===== config.mk =====
export PLATFORM = sky130hd
export DESIGN_NAME = vram_arbiter_flat
export DESIGN_NICKNAME = d
export VERILOG_FILES = /design/src/rtl/vram_pkg.sv /design/src/rtl/vram_arbiter_if.sv /design/src/rtl/vram_starve_ctr.sv /design/src/rtl/vram_arbiter.sv /design/src/flat_wrapper.sv
export SDC_FILE = /design/constraint.sdc
export NUM_CORES = 1
export LEC_CHECK = 0
export CORE_MARGIN = 2
export CORE_UTILIZATION = 32
export CTS_CLUSTER_DIAMETER = 120
export DETAILED_ROUTE_END_ITERATION = 8
export GPL_ROUTABILITY_DRIVEN = 0
export PLACE_DENSITY = 0.77
export SLEW_MARGIN = 20
export SYNTH_ARGS = -nofsm -noshare
export SYNTH_HDL_FRONTEND = slang
export SYNTH_SLANG_ARGS = --single-unit

===== constraint.sdc =====
create_clock -name clk -period 2.3 [get_ports clk]
set_clock_uncertainty 0.1 [all_clocks]
set_input_delay 0.345 -clock clk [delete_from_list [all_inputs] [get_ports clk]]
set_output_delay 0.345 -clock clk [all_outputs]
set_load 0.02 [all_outputs]

===== src/rtl/vram_pkg.sv =====
// Shared widths and the return-tag type for the VRAM port A arbiter.
package vram_pkg;
  localparam int VRAM_AW = 14;
  localparam int VRAM_DW = 8;
  localparam int WAIT_W  = 4;

  typedef enum logic [1:0] {OWN_NONE, OWN_REND, OWN_CPU} owner_t;
endpackage


===== src/rtl/vram_arbiter_if.sv =====
// Renderer, CPU and VRAM port A signals. The arbiter takes the slave view;
// the parent (requesters plus the VRAM macro) takes the master view.
interface vram_arbiter_if;
  import vram_pkg::*;

  logic               r_req;
  logic [VRAM_AW-1:0] r_addr;
  logic               r_gnt;
  logic               r_rvalid;
  logic [VRAM_DW-1:0] r_rdata;

  logic               c_req;
  logic               c_we;
  logic [VRAM_AW-1:0] c_addr;
  logic [VRAM_DW-1:0] c_wdata;
  logic               c_gnt;
  logic               c_rvalid;
  logic [VRAM_DW-1:0] c_rdata;

  logic               ram_we;
  logic [VRAM_AW-1:0] ram_addr;
  logic [VRAM_DW-1:0] ram_din;
  logic [VRAM_DW-1:0] ram_dout;

  modport slave (
    input  r_req, r_addr, c_req, c_we, c_addr, c_wdata, ram_dout,
    output r_gnt, r_rvalid, r_rdata, c_gnt, c_rvalid, c_rdata,
           ram_we, ram_addr, ram_din
  );

  modport master (
    output r_req, r_addr, c_req, c_we, c_addr, c_wdata, ram_dout,
    input  r_gnt, r_rvalid, r_rdata, c_gnt, c_rvalid, c_rdata,
           ram_we, ram_addr, ram_din
  );
endinterface


===== src/rtl/vram_starve_ctr.sv =====
// Saturating count of consecutive refused CPU cycles; at_max forces the CPU ahead.
module vram_starve_ctr
  import vram_pkg::*;
#(
  parameter int MAX = 8
) (
  input  logic clk,
  input  logic reset,
  input  logic inc,
  input  logic clr,
  output logic at_max
);
  logic [WAIT_W-1:0] cnt_q, cnt_d;

  assign at_max = (cnt_q == WAIT_W'(MAX));

  always_comb begin
    cnt_d = cnt_q;
    if (clr)                cnt_d = '0;
    else if (inc && !at_max) cnt_d = cnt_q + WAIT_W'(1);
  end

  always_ff @(posedge clk) begin
    if (reset) cnt_q <= '0;
    else       cnt_q <= cnt_d;
  end
endmodule


===== src/rtl/vram_arbiter.sv =====
// One access per clock on VRAM port A: renderer first, CPU forced ahead after
// CPU_MAX_WAIT refusals. Read data returns one cycle later to the issuing side.
module vram_arbiter
  import vram_pkg::*;
#(
  parameter int CPU_MAX_WAIT = 8
) (
  input  logic           clk,
  input  logic           reset,
  vram_arbiter_if.slave  bus
);
  owner_t             owner_q, owner_d;
  logic [VRAM_DW-1:0] r_hold_q, r_hold_d, c_hold_q, c_hold_d;
  logic [VRAM_DW-1:0] r_rdata, c_rdata;
  logic               at_max, cpu_force, r_gnt, c_gnt, r_rvalid, c_rvalid;
  logic               ctr_inc, ctr_clr;

  assign cpu_force = bus.c_req & at_max;
  assign r_gnt     = ~reset & bus.r_req & ~cpu_force;
  assign c_gnt     = ~reset & bus.c_req & (~bus.r_req | cpu_force);
  assign ctr_inc   = bus.c_req & ~c_gnt;
  assign ctr_clr   = ~ctr_inc;

  vram_starve_ctr #(.MAX(CPU_MAX_WAIT)) u_starve (
    .clk    (clk),
    .reset  (reset),
    .inc    (ctr_inc),
    .clr    (ctr_clr),
    .at_max (at_max)
  );

  always_comb begin
    bus.ram_we   = 1'b0;
    bus.ram_addr = '0;
    bus.ram_din  = '0;
    if (c_gnt) begin
      bus.ram_we   = bus.c_we;
      bus.ram_addr = bus.c_addr;
      bus.ram_din  = bus.c_wdata;
    end else if (r_gnt) begin
      bus.ram_addr = bus.r_addr;
    end
  end

  always_comb begin
    owner_d = OWN_NONE;
    if (r_gnt)                  owner_d = OWN_REND;
    else if (c_gnt && !bus.c_we) owner_d = OWN_CPU;
  end

  // Gating with reset drops a read whose data lands in a reset cycle.
  assign r_rvalid = (owner_q == OWN_REND) & ~reset;
  assign c_rvalid = (owner_q == OWN_CPU)  & ~reset;
  assign r_rdata  = r_rvalid ? bus.ram_dout : r_hold_q;
  assign c_rdata  = c_rvalid ? bus.ram_dout : c_hold_q;
  assign r_hold_d = r_rdata;
  assign c_hold_d = c_rdata;

  assign bus.r_gnt    = r_gnt;
  assign bus.c_gnt    = c_gnt;
  assign bus.r_rvalid = r_rvalid;
  assign bus.c_rvalid = c_rvalid;
  assign bus.r_rdata  = r_rdata;
  assign bus.c_rdata  = c_rdata;

  always_ff @(posedge clk) begin
    if (reset) begin
      owner_q  <= OWN_NONE;
      r_hold_q <= '0;
      c_hold_q <= '0;
    end else begin
      owner_q  <= owner_d;
      r_hold_q <= r_hold_d;
      c_hold_q <= c_hold_d;
    end
  end
endmodule

===== src/flat_wrapper.sv =====
// flat-port wrapper written by rule: the top's interface ports become plain ports
module vram_arbiter_flat import vram_pkg::*;
#(
  parameter int CPU_MAX_WAIT = 8
)
  (clk, reset, bus_r_req, bus_r_addr, bus_c_req, bus_c_we, bus_c_addr, bus_c_wdata, bus_ram_dout, bus_r_gnt, bus_r_rvalid, bus_r_rdata, bus_c_gnt, bus_c_rvalid, bus_c_rdata, bus_ram_we, bus_ram_addr, bus_ram_din);
  vram_arbiter_if bus_i ();
  input  logic clk;
  input  logic reset;
  input wire logic [$bits(bus_i.r_req)-1:0] bus_r_req;
  input wire logic [$bits(bus_i.r_addr)-1:0] bus_r_addr;
  input wire logic [$bits(bus_i.c_req)-1:0] bus_c_req;
  input wire logic [$bits(bus_i.c_we)-1:0] bus_c_we;
  input wire logic [$bits(bus_i.c_addr)-1:0] bus_c_addr;
  input wire logic [$bits(bus_i.c_wdata)-1:0] bus_c_wdata;
  input wire logic [$bits(bus_i.ram_dout)-1:0] bus_ram_dout;
  output wire logic [$bits(bus_i.r_gnt)-1:0] bus_r_gnt;
  output wire logic [$bits(bus_i.r_rvalid)-1:0] bus_r_rvalid;
  output wire logic [$bits(bus_i.r_rdata)-1:0] bus_r_rdata;
  output wire logic [$bits(bus_i.c_gnt)-1:0] bus_c_gnt;
  output wire logic [$bits(bus_i.c_rvalid)-1:0] bus_c_rvalid;
  output wire logic [$bits(bus_i.c_rdata)-1:0] bus_c_rdata;
  output wire logic [$bits(bus_i.ram_we)-1:0] bus_ram_we;
  output wire logic [$bits(bus_i.ram_addr)-1:0] bus_ram_addr;
  output wire logic [$bits(bus_i.ram_din)-1:0] bus_ram_din;
  assign bus_i.r_req = bus_r_req;
  assign bus_i.r_addr = bus_r_addr;
  assign bus_i.c_req = bus_c_req;
  assign bus_i.c_we = bus_c_we;
  assign bus_i.c_addr = bus_c_addr;
  assign bus_i.c_wdata = bus_c_wdata;
  assign bus_i.ram_dout = bus_ram_dout;
  assign bus_r_gnt = bus_i.r_gnt;
  assign bus_r_rvalid = bus_i.r_rvalid;
  assign bus_r_rdata = bus_i.r_rdata;
  assign bus_c_gnt = bus_i.c_gnt;
  assign bus_c_rvalid = bus_i.c_rvalid;
  assign bus_c_rdata = bus_i.c_rdata;
  assign bus_ram_we = bus_i.ram_we;
  assign bus_ram_addr = bus_i.ram_addr;
  assign bus_ram_din = bus_i.ram_din;
  vram_arbiter #(.CPU_MAX_WAIT(CPU_MAX_WAIT)) u_core (.clk(clk), .reset(reset), .bus(bus_i));
endmodule

==> flow_summary_export.csv, run 1 <==
group,metric,value,unit
yosys,syn_area,1140,µm²
global_route,grt_pass1_wl,5460,µm
critical_path,critPathCaptureType,"primary output",
cells_and_area,drive_gt1_frac,0.385,
floorplanning,fp.dieW,63.7,µm
critical_path,required,1.86,ns
route,ant_nets,0,
global_route,grt_antenna_before_repair,0,
critical_path,rrSetupSlack,0.75,ns
yosys,syn_avg_cell_area,10.9,µm²
cells_and_area,area_delta_synth_final,85.7,%
sta,finalSetupViolations,0,
global_route,grt-ovfl-total,0,
sta,period_share,0.977,
hold_path,hold_start,"u_core.u_starve.cnt_q[0]",
clock_tree,cts_made_buffers,3,
clock_tree,cts_tree,"built",
placement,place_inst,244,
cells_and_area,fill_cells,290,
pwr,p_leak,1.00,nW
sta,report.final.slew_viol_count,0,
cells_and_area,diodes,0,
floorplanning,initial_core_util,0.337,
yosys,synth_warnings,0,
clock_tree,cts_root_buf,"clkbuf_4",
floorplanning,num_rows,21,
route,drt_pass1_iterations,4,
route,finalWirelength,3550,µm
critical_path,ff2ff_path_depth,7,
critical_path,path_max_fanout,8,
clock_tree,h-tree-depth,1,
global_route,grt_usage,0.169,
route,routedWlPerCell,14.0,µm
route,drc,0,
run_status,status,"finished clean",
critical_path,critPathKind,"flip-flop to primary output",
cells_and_area,fin_util,0.625,
route,dr_total_vias,1184,
sta,period_needed,2.25,ns
cells_and_area,multi_input_comb_area,654,µm²
placement,place_hpwl,2790,µm
yosys,ys.flop_type,"dfxtp_1",
yosys,syn-num-nets,156,
floorplanning,dieArea,4060,µm²
clock_tree,path_clk_slew,0.11,ns
route,vias_per_cell,4.66,
yosys,synth-seq-cells,22,
sta,finalHoldViolCount,0,
floorplanning,core_area,3390,µm²
yosys,synth_largest_area_cell,"dfxtp_1",
cells_and_area,nets,261,
route,dr.first_iter.drc_count,20,
cells_and_area,register_area,442,µm²
placement,port_buffers,91,
hold_path,hp-class,"flip-flop to flip-flop",
clock_tree,cts_buffer_depth,2,
sta,slew_headroom,0.757,
yosys,seq_area_frac_synth,0.386,
sta,tightest_slew,0.364,ns
yosys,synthArstFlopShare,0,
sta,rsz0062_at_grt,"yes",
sta,fmax,445,MHz
yosys,syn_inst,105,
yosys,synth_area_leaders,"dfxtp_1 (39%), mux2_2 (16%), and2_1 (14%)",
yosys,synth_edf_count,0,
floorplanning,ios,92,
cells_and_area,final_cell_mix,"clkdlybuf4s50_1 (49), and2_1 (24), dfxtp_1 (21)",
flow_run,cap_violations,0,
hold_path,hold_depth,2,
clock_tree,clk_latency,0.29,ns
critical_path,worstSetupStartpoint,"u_core.u_starve.cnt_q[0]",
critical_path,worstPathArrival,1.80,ns
yosys,synth.distinct_cells,21,
global_route,grt_pass1_vias,1266,
cells_and_area,fin_cells,254,
critical_path,cp-start-kind,"flip-flop",
critical_path,r2r-start,"u_core.u_starve.cnt_q[0]",
cells_and_area,final_common_cell,"clkdlybuf4s50_1",
clock_tree,cts_hold_buf,0,
global_route,grt_max_degree,19,
yosys,yosysTopAreaCellShare,0.386,
pwr,powerDensity,381,nW/µm²
pwr,ir_worst_vdd,0.175,mV
floorplanning,die_h,63.7,µm
clock_tree,clkSinkCount,22,
-- worst max-delay path, cell delays in order (launching register included) --
cell	delay, ns
dfxtp_1	0.33
inv_1	0.09
ha_4	0.15
nand3b_4	0.10
a211oi_4	0.37
buf_6	0.18
a22o_1	0.15
buf_4	0.14
-- through the flow --
| step | setup TNS [ns] | setup slack [ns] | power, W | cell area, µm² | hold slack (ns) |
|---|---|---|---|---|---|
| final | 0 | 0.0536 | 0.000807 | 2120 | 0.450 |
| after detailed placement | -10.71 | -0.312 | 0.000664 | 2120 | 0.440 |
| after floorplan | 0 | 0.416 | 0.000505 | 1140 | 0.330 |
| after global placement | -9.44 | -0.259 | 0.000659 | 2120 | 0.402 |
| after global routing | -0.225 | -0.0255 | 0.000845 | 2120 | 0.479 |
| after CTS | -0.634 | -0.0408 | 0.000813 | 2180 | 0.456 |
-- flip-flops by register name, indices dropped and copies added (netlist names) --
signal,count
u_core.c_hold_q,8
u_core.r_hold_q,8
u_core.u_starve.cnt_q,4
u_core.owner_q,2
-- area by class of cell --
type / count / share of cell area
Timing Repair Buffer: 106 / 0.436
Multi-Input combinational cell: 72 / 0.309
Sequential cell: 22 / 0.208
Tap cell: 46 / 0.0272
Inverter: 5 / 0.00885
Clock buffer: 3 / 0.0106
-- cell families after synthesis --
group / Yosys count / synth area share
xor+xnor: 2 / 0.0154
fa+ha+maj: 2 / 0.0219
mux: 16 / 0.158
compound gates: 17 / 0.159
simple gates: 35 / 0.197
buf+inv: 11 / 0.0625
flops: 22 / 0.386
-- timing repair --
| item | in CTS | in global routing |
|---|---|---|
| setup endpoints to repair | 42 | 26 |
| gates resized for setup | 101 | 47 |
| setup buffers | 1 | 2 |
| gates cloned | 2 | 2 |
| pin swaps | 1 | 3 |
-- path summary, 6_finish.rpt --
| check | end |
|---|---|
| worst max-delay path | bus_ram_addr[1] |
| worst min-delay path | u_core.u_starve.cnt_q[0] |
| worst max register to register | u_core.owner_q[1] |
| worst min register to register | u_core.u_starve.cnt_q[0] |
-- layer usage --
layer / track usage / vias to the layer above / wire length [µm]
li1: - / 568 / -
met1: 0.176 / 547 / 1380
met2: 0.334 / 65 / 1870
met3: 0.0357 / 4 / 265
met4: 0.0489 / 0 / 31
met5: 0 / - / 0
-- cell usage after synthesis, types with 2 or more instances --
master and n:
dfxtp_1 22, ha_1 2, a22o_1 5, and2_1 25
buf_4 2, mux2_2 16, buf_6 3, nor2_1 4
inv_1 5, nor3b_1 2, a22o_2 9
-- report_power, final --
part	internal, W	switching (W)
logic	0.000146	0.000104
clock network	0.0000609	0.000104
registers	0.000389	0.00000273
total	0.000597	0.000210
(Power assumes the default switching activity.)
==> run 2, diff against run 1 <==
--- a/config.mk
+++ b/config.mk
@@ -7,7 +7,7 @@
 export LEC_CHECK = 0
 export CORE_MARGIN = 2
 export CORE_UTILIZATION = 32
-export CTS_CLUSTER_DIAMETER = 120
+export CTS_CLUSTER_DIAMETER = 50
 export DETAILED_ROUTE_END_ITERATION = 8
 export GPL_ROUTABILITY_DRIVEN = 0
 export PLACE_DENSITY = 0.77
==> constraint.sdc (replaced) <==
create_clock -name clk -period 2.5 [get_ports clk]
set_clock_uncertainty 0.1 [all_clocks]
set_input_delay 0.375 -clock clk [delete_from_list [all_inputs] [get_ports clk]]
set_output_delay 0.375 -clock clk [all_outputs]
set_load 0.02 [all_outputs]
==> run 2 against run 1 <==
Net effect:
- register-to-register slack better by 0.25 ns
- worst hold slack worse by 0.062 ns
- highest routed layer unchanged
- critical path depth shrank 2
==> flow_summary_export.csv, run 2 (synthesis results as in run 1) <==
group,metric,value,unit
floorplanning,initial_core_util,0.337,
cells_and_area,final_cell_mix,"clkdlybuf4s50_1 (50), and2_1 (25), clkbuf_2 (23)",
sta,period_needed,2.43,ns
critical_path,worstPathArrival,1.96,ns
pwr,p_total,0.000845,W
global_route,grt_antenna_before_repair,0,
cells_and_area,fin_util,0.604,
floorplanning,core_area,3390,µm²
global_route,grt_pass1_vias,1187,
global_route,grt_max_degree,19,
critical_path,critPathKind,"input port to primary output",
cells_and_area,register_area,440,µm²
run_status,status,"finished clean",
pwr,powerDensity,413,nW/µm²
sta,tightest_slew,0.236,ns
critical_path,required,2.03,ns
clock_tree,path_clk_slew,0.13,ns
hold_path,hp-class,"flip-flop to flip-flop",
placement,place_hpwl,2780,µm
floorplanning,fp.dieW,63.7,µm
floorplanning,ios,92,
clock_tree,clkSinkCount,22,
sta,timing.final.ws_setup,0.0653,ns
route,finalWirelength,3270,µm
route,ant_nets,0,
pwr,ir_worst_vdd,0.194,mV
sta,report.final.slew_viol_count,0,
cells_and_area,reg_top3,"u_core.c_hold_q x8, u_core.r_hold_q x8, u_core.u_starve.cnt_q x4",
route,vias_per_cell,4.59,
critical_path,cpLargestDelayFamily,"buffers and inverters",
critical_path,critPathCaptureType,"primary output",
clock_tree,cts_buffer_depth,2,
global_route,grt-ovfl-total,0,
cells_and_area,area_delta_synth_final,79.3,%
placement,port_buffers,91,
clock_tree,h-tree-depth,1,
route,routedWlPerCell,13.2,µm
cells_and_area,drive_gt1_frac,0.317,
clock_tree,clk_latency,0.30,ns
pwr,p_int,0.000645,W
route,dr.first_iter.drc_count,15,
floorplanning,num_rows,21,
clock_tree,cts_made_buffers,3,
pwr,swShare,0.237,
global_route,grt_usage,0.162,
clock_tree,cts_root_buf,"clkbuf_4",
pwr,pwr-share-clk,0.317,
route,drc,0,
placement,place_ws,-0.161,ns
sta,slew_headroom,0.842,
cells_and_area,fill_cells,295,
cells_and_area,final_common_cell,"clkdlybuf4s50_1",
sta,finalHoldViolCount,0,
critical_path,worst-path-buf-inv,3,
critical_path,cp-start-kind,"input port",
global_route,grt_pass1_wl,5280,µm
cells_and_area,multi_input_comb_area,634,µm²
pwr,p_sw,0.000200,W
critical_path,path_max_fanout,5,
route,drt_pass1_iterations,4,
floorplanning,die_h,63.7,µm
sta,finalSetupTns,0,ns
sta,fmax,411,MHz
critical_path,crit_chain,"clkdlybuf4s50_1 > nor3b_2 > buf_4 > mux2_2 > dlygate4sd2_1",
cells_and_area,nets,254,
pwr,comb_power_share,0.256,
critical_path,slowest_stage,"clkdlybuf4s50_1",
floorplanning,dieArea,4060,µm²
clock_tree,cts_tree,"built",
pwr,p_leak,0.970,nW
sta,period_share,0.974,
critical_path,cp_slowest_stage_delay,0.46,ns
sta,finalSetupViolations,0,
route,dr_total_vias,1139,
flow_run,cap_violations,0,
pwr,pwr-share-seq,0.427,
cells_and_area,diodes,0,
## run 2: cell count changes in the layout (fill, tap and decap cells not counted), sizes merged
| cell | change |
|---|---|
| clkdlybuf4s15 | -2 |
| clkdlybuf4s50 | +1 |
| buf | -31 |
| dlygate4sd2 | +3 |
| clkbuf | +22 |
| bufinv | +1 |
## run 2: worst paths after layout
path                            start                        to  slack [ns]  cells past startpoint
min reg2reg  u_core.u_starve.cnt_q[0]  u_core.u_starve.cnt_q[0]        0.39                      1
min          u_core.u_starve.cnt_q[0]  u_core.u_starve.cnt_q[0]        0.39                      1
max                             reset            bus_c_rdata[5]        0.07                      5
max reg2reg  u_core.u_starve.cnt_q[0]         u_core.owner_q[1]        1.00                      6
## run 2: through the flow
| stage | hold WS, ns | area [µm²] | instances |
|---|---|---|---|
| 2_1_floorplan | 0.330 | 1140 | 105 |
| 3_3_place_gp | 0.337 | 2110 | 243 |
| 3_5_place_dp | 0.362 | 2110 | 243 |
| 4_1_cts | 0.387 | 2120 | 247 |
| 5_1_grt | 0.439 | 2050 | 248 |
| 6_report | 0.388 | 2050 | 248 |
## run 2: layout make-up
cell class,instances,share of cell area
sequential,22,0.215
clock inverter,1,0.0147
multi-input combinational,72,0.310
inverter,5,0.00917
clock buffer,3,0.0110
tap,46,0.0281
timing repair buffer,99,0.412
## run 2: layer usage
metal | GRT usage | part of all wire | vias up
li1 | - | - | 555
met1 | 0.172 | 0.39 | 525
met2 | 0.317 | 0.53 | 57
met3 | 0.0375 | 0.075 | 2
met4 | 0.0408 | 0.0024 | 0
met5 | 0 | 0 | -
## run 2: power groups by stage
stage	Clock (W)	Combinational, W	Sequential [W]
after floorplan	0	0.0000969	0.000368
after global placement	0	0.000237	0.000368
after detailed placement	0	0.000241	0.000369
after CTS	0.000273	0.000222	0.000361
after global routing	0.000291	0.000231	0.000362
final	0.000268	0.000216	0.000361
## run 2: repair_timing
action | CTS | global route
buffers inserted | 0 | 0
hold buffers | 0 | 0
setup endpoints to repair | 41 | 30
pin swaps | 0 | 1
gates resized for setup | 46 | 47
gates cloned | 0 | 1
==> run 3, diff against run 2 <==
--- a/config.mk
+++ b/config.mk
@@ -5,12 +5,13 @@
 export SDC_FILE = /design/constraint.sdc
 export NUM_CORES = 1
 export LEC_CHECK = 0
+export ABC_AREA = 1
 export CORE_MARGIN = 2
-export CORE_UTILIZATION = 32
+export CORE_UTILIZATION = 36
 export CTS_CLUSTER_DIAMETER = 50
 export DETAILED_ROUTE_END_ITERATION = 8
 export GPL_ROUTABILITY_DRIVEN = 0
-export PLACE_DENSITY = 0.77
+export PLACE_DENSITY = 0.79
 export SLEW_MARGIN = 20
 export SYNTH_ARGS = -nofsm -noshare
 export SYNTH_HDL_FRONTEND = slang
==> run 3 against run 2 <==
Net effect:
- final cell count rose by 47%
- synthesized cell count rose by 110%
- maximum frequency grew 4.2%
- cell area increased by 17%
- global-route usage rose by 3.2 points
- core utilization grew 5.2 points
- largest power group unchanged
==> flow_summary_export.csv, run 3 <==
group,metric,value,unit
pwr,p_leak,1.38,nW
critical_path,cp_slowest_stage_delay,0.38,ns
critical_path,ff2ff_path_depth,8,
clock_tree,cts_tree,"built",
global_route,grt_pass1_wl,6620,µm
yosys,syn_avg_cell_area,6.31,µm²
run_status,status,"finished clean",
floorplanning,ios,92,
floorplanning,initial_core_util,0.376,
sta,finalHoldViolCount,0,
clock_tree,cts_made_buffers,3,
yosys,seq_area_frac_synth,0.320,
critical_path,worstPathArrival,1.86,ns
cells_and_area,final_cell_mix,"nand2_1 (67), inv_1 (57), clkdlybuf4s50_1 (48)",
pwr,powerDensity,401,nW/µm²
yosys,ys.flop_type,"dfxtp_1",
pwr,ir_worst_vdd,0.513,mV
sta,report.final.slew_viol_count,0,
floorplanning,fp.dieW,65.8,µm
floorplanning,dieArea,4330,µm²
critical_path,path_max_fanout,15,
route,finalWirelength,4140,µm
clock_tree,cts_buffer_depth,2,
yosys,synth_area_leaders,"dfxtp_1 (32%), nand2_1 (18%), inv_1 (16%)",
critical_path,cp-start-kind,"flip-flop",
yosys,syn-num-nets,269,
global_route,grtUsageMet1,0.237,
yosys,synth_edf_count,0,
cells_and_area,final_area,2400,µm²
critical_path,critPathCaptureType,"primary output",
yosys,yosysTopAreaCellShare,0.320,
sta,finalSetupViolations,0,
hold_path,hold_depth,2,
clock_tree,cts_hold_buf,0,
floorplanning,die_h,65.8,µm
route,ant_nets,0,
yosys,synthArstFlopShare,0,
route,drt_pass1_iterations,4,
sta,slew_headroom,0.756,
clock_tree,h-tree-depth,1,
sta,finalSetupTns,0,ns
global_route,grt_pass1_vias,1486,
sta,tightest_slew,0.364,ns
cells_and_area,final_common_cell,"nand2_1",
critical_path,r2r-start,"u_core.u_starve.cnt_q[0]",
route,drc,0,
route,vias_per_cell,4.36,
floorplanning,num_rows,22,
route,dr.first_iter.drc_count,31,
sta,period_needed,2.34,ns
critical_path,crit_chain,"inv_1 > ha_1 > nand4_1 > nand2_1 > inv_1 > nand2_2 > inv_4 > nand2_1 > nand2_1 > dlygate4sd2_1",
yosys,yosys-top-cells-count,"nand2_1 (67), inv_1 (57), dfxtp_1 (22)",
global_route,grt_max_degree,17,
global_route,grt-ovfl-total,0,
global_route,grt_antenna_before_repair,0,
yosys,yosysMostFrequentCell,"nand2_1",
placement,place_hpwl,3280,µm
cells_and_area,nets,369,
yosys,synth_warnings,0,
sta,period_share,0.935,
yosys,syn_area,1380,µm²
critical_path,rr_endpoint,"u_core.u_starve.cnt_q[0]",
global_route,grt_use_met3,0.0409,
route,dr_total_vias,1591,
critical_path,rrSetupSlack,1.07,ns
route,routedWlPerCell,11.4,µm
cells_and_area,drive_gt1_frac,0.0789,
hold_path,hold_end,"u_core.u_starve.cnt_q[0]",
clock_tree,cts_root_buf,"clkbuf_8",
yosys,synth.distinct_cells,23,
clock_tree,clk_latency,0.26,ns
critical_path,required,2.03,ns
global_route,grt_busiest_layer,"met2",
hold_path,hp-class,"flip-flop to flip-flop",
yosys,syn_inst,218,
flow_run,cap_violations,0,
global_route,gr-usage-met2,0.340,
cells_and_area,area_delta_synth_final,74.3,%
placement,placed_cell_area,2360,µm²
yosys,synth_largest_area_cell,"dfxtp_1",
clock_tree,cts_setup_buffers,0,
sta,fmax,428,MHz
cells_and_area,diodes,0,
critical_path,path_common_cell,"nand2_1",
placement,port_buffers,91,
sta,rsz0062_at_grt,"no",
critical_path,slowest_stage,"dfxtp_1",
clock_tree,path_clk_slew,0.08,ns
floorplanning,core_area,3660,µm²
critical_path,critPathKind,"flip-flop to primary output",
hold_path,hold_start,"u_core.u_starve.cnt_q[0]",
global_route,grt_usage,0.194,
clock_tree,clkSinkCount,22,
cells_and_area,reg_top3,"u_core.c_hold_q x8, u_core.r_hold_q x8, u_core.u_starve.cnt_q x4",
cells_and_area,fill_cells,341,
yosys,synth-seq-cells,22,
cells_and_area,fin_util,0.655,
## run 3: cell types whose count changed after synthesis, sizes merged, moves of 10 or more
cell / delta
nand2: +69
and2: -25
nor2: +10
a211oi: +15
mux2: -16
a21oi: +19
inv: +57
a22o: -14
## run 3: where the power goes
group          switching [W]  total, W  leakage [nW]  internal [W]
clock               0.000115  0.000329        0.0357      0.000214
sequential        0.00000403  0.000365         0.179      0.000361
combinational       0.000135  0.000268          1.17      0.000133
## run 3: area by class of cell
class	count	area [µm²]	area share
clock buffer	3	41.3	0.0172
clock inverter	1	30.0	0.0125
inverter	62	245	0.102
multi-input combinational	127	631	0.263
sequential	22	440	0.184
tap	48	60.1	0.0250
timing repair buffer	102	951	0.396
## run 3: worst max-delay path by stage
stage	from	end	slack, ns	cells past startpoint
6_report	u_core.u_starve.cnt_q[0]	bus_ram_addr[3]	0.16	10
5_1_grt	u_core.u_starve.cnt_q[0]	bus_ram_addr[3]	0.0007	10
3_3_place_gp	reset	bus_c_rdata[0]	-0.08	6
4_1_cts	reset	bus_c_rvalid	0.003	5
3_5_place_dp	reset	bus_ram_addr[7]	-0.16	7
2_1_floorplan	u_core.u_starve.cnt_q[0]	bus_ram_addr[10]	0.74	10
## run 3: cells by family after synthesis
kind of cell | after synthesis | share of synthesized area
adder cells (fa/ha/maj) | 2 | 0.0182
XOR/XNOR | 2 | 0.0127
AND/OR/NAND/NOR | 87 | 0.258
AO/OA/AOI/OAI | 36 | 0.169
flip-flops | 22 | 0.320
buffers and inverters | 69 | 0.222
## run 3: routing by layer
layer	vias to the layer above	wire length, µm
li1	852	-
met1	683	1780
met2	50	2020
met3	6	270
met4	0	76
met5	-	0
## run 3: worst max-delay path, delay by kind of cell, from the launching register on
family                     cells  cell delay [ns]
buffers and inverters          4             0.62
DFF                            1             0.38
adders and majority gates      1             0.21
and+or+nand+nor                5             0.38
## run 3: through the flow
stage,hold WS [ns],std cells,total power [W],setup WS (ns)
after floorplan,0.347,218,0.000504,0.742
after CTS,0.412,365,0.000970,0.00300
after global routing,0.442,365,0.00101,0.000691
after global placement,0.396,361,0.000662,-0.0817
after detailed placement,0.400,361,0.000665,-0.157
final,0.414,365,0.000962,0.162
## run 3: what timing repair did
item | 4_1_cts | 5_1_grt
endpoints found under the setup margin | 41 | 3
gates resized for setup | 41 | 5
cloned | 0 | 0
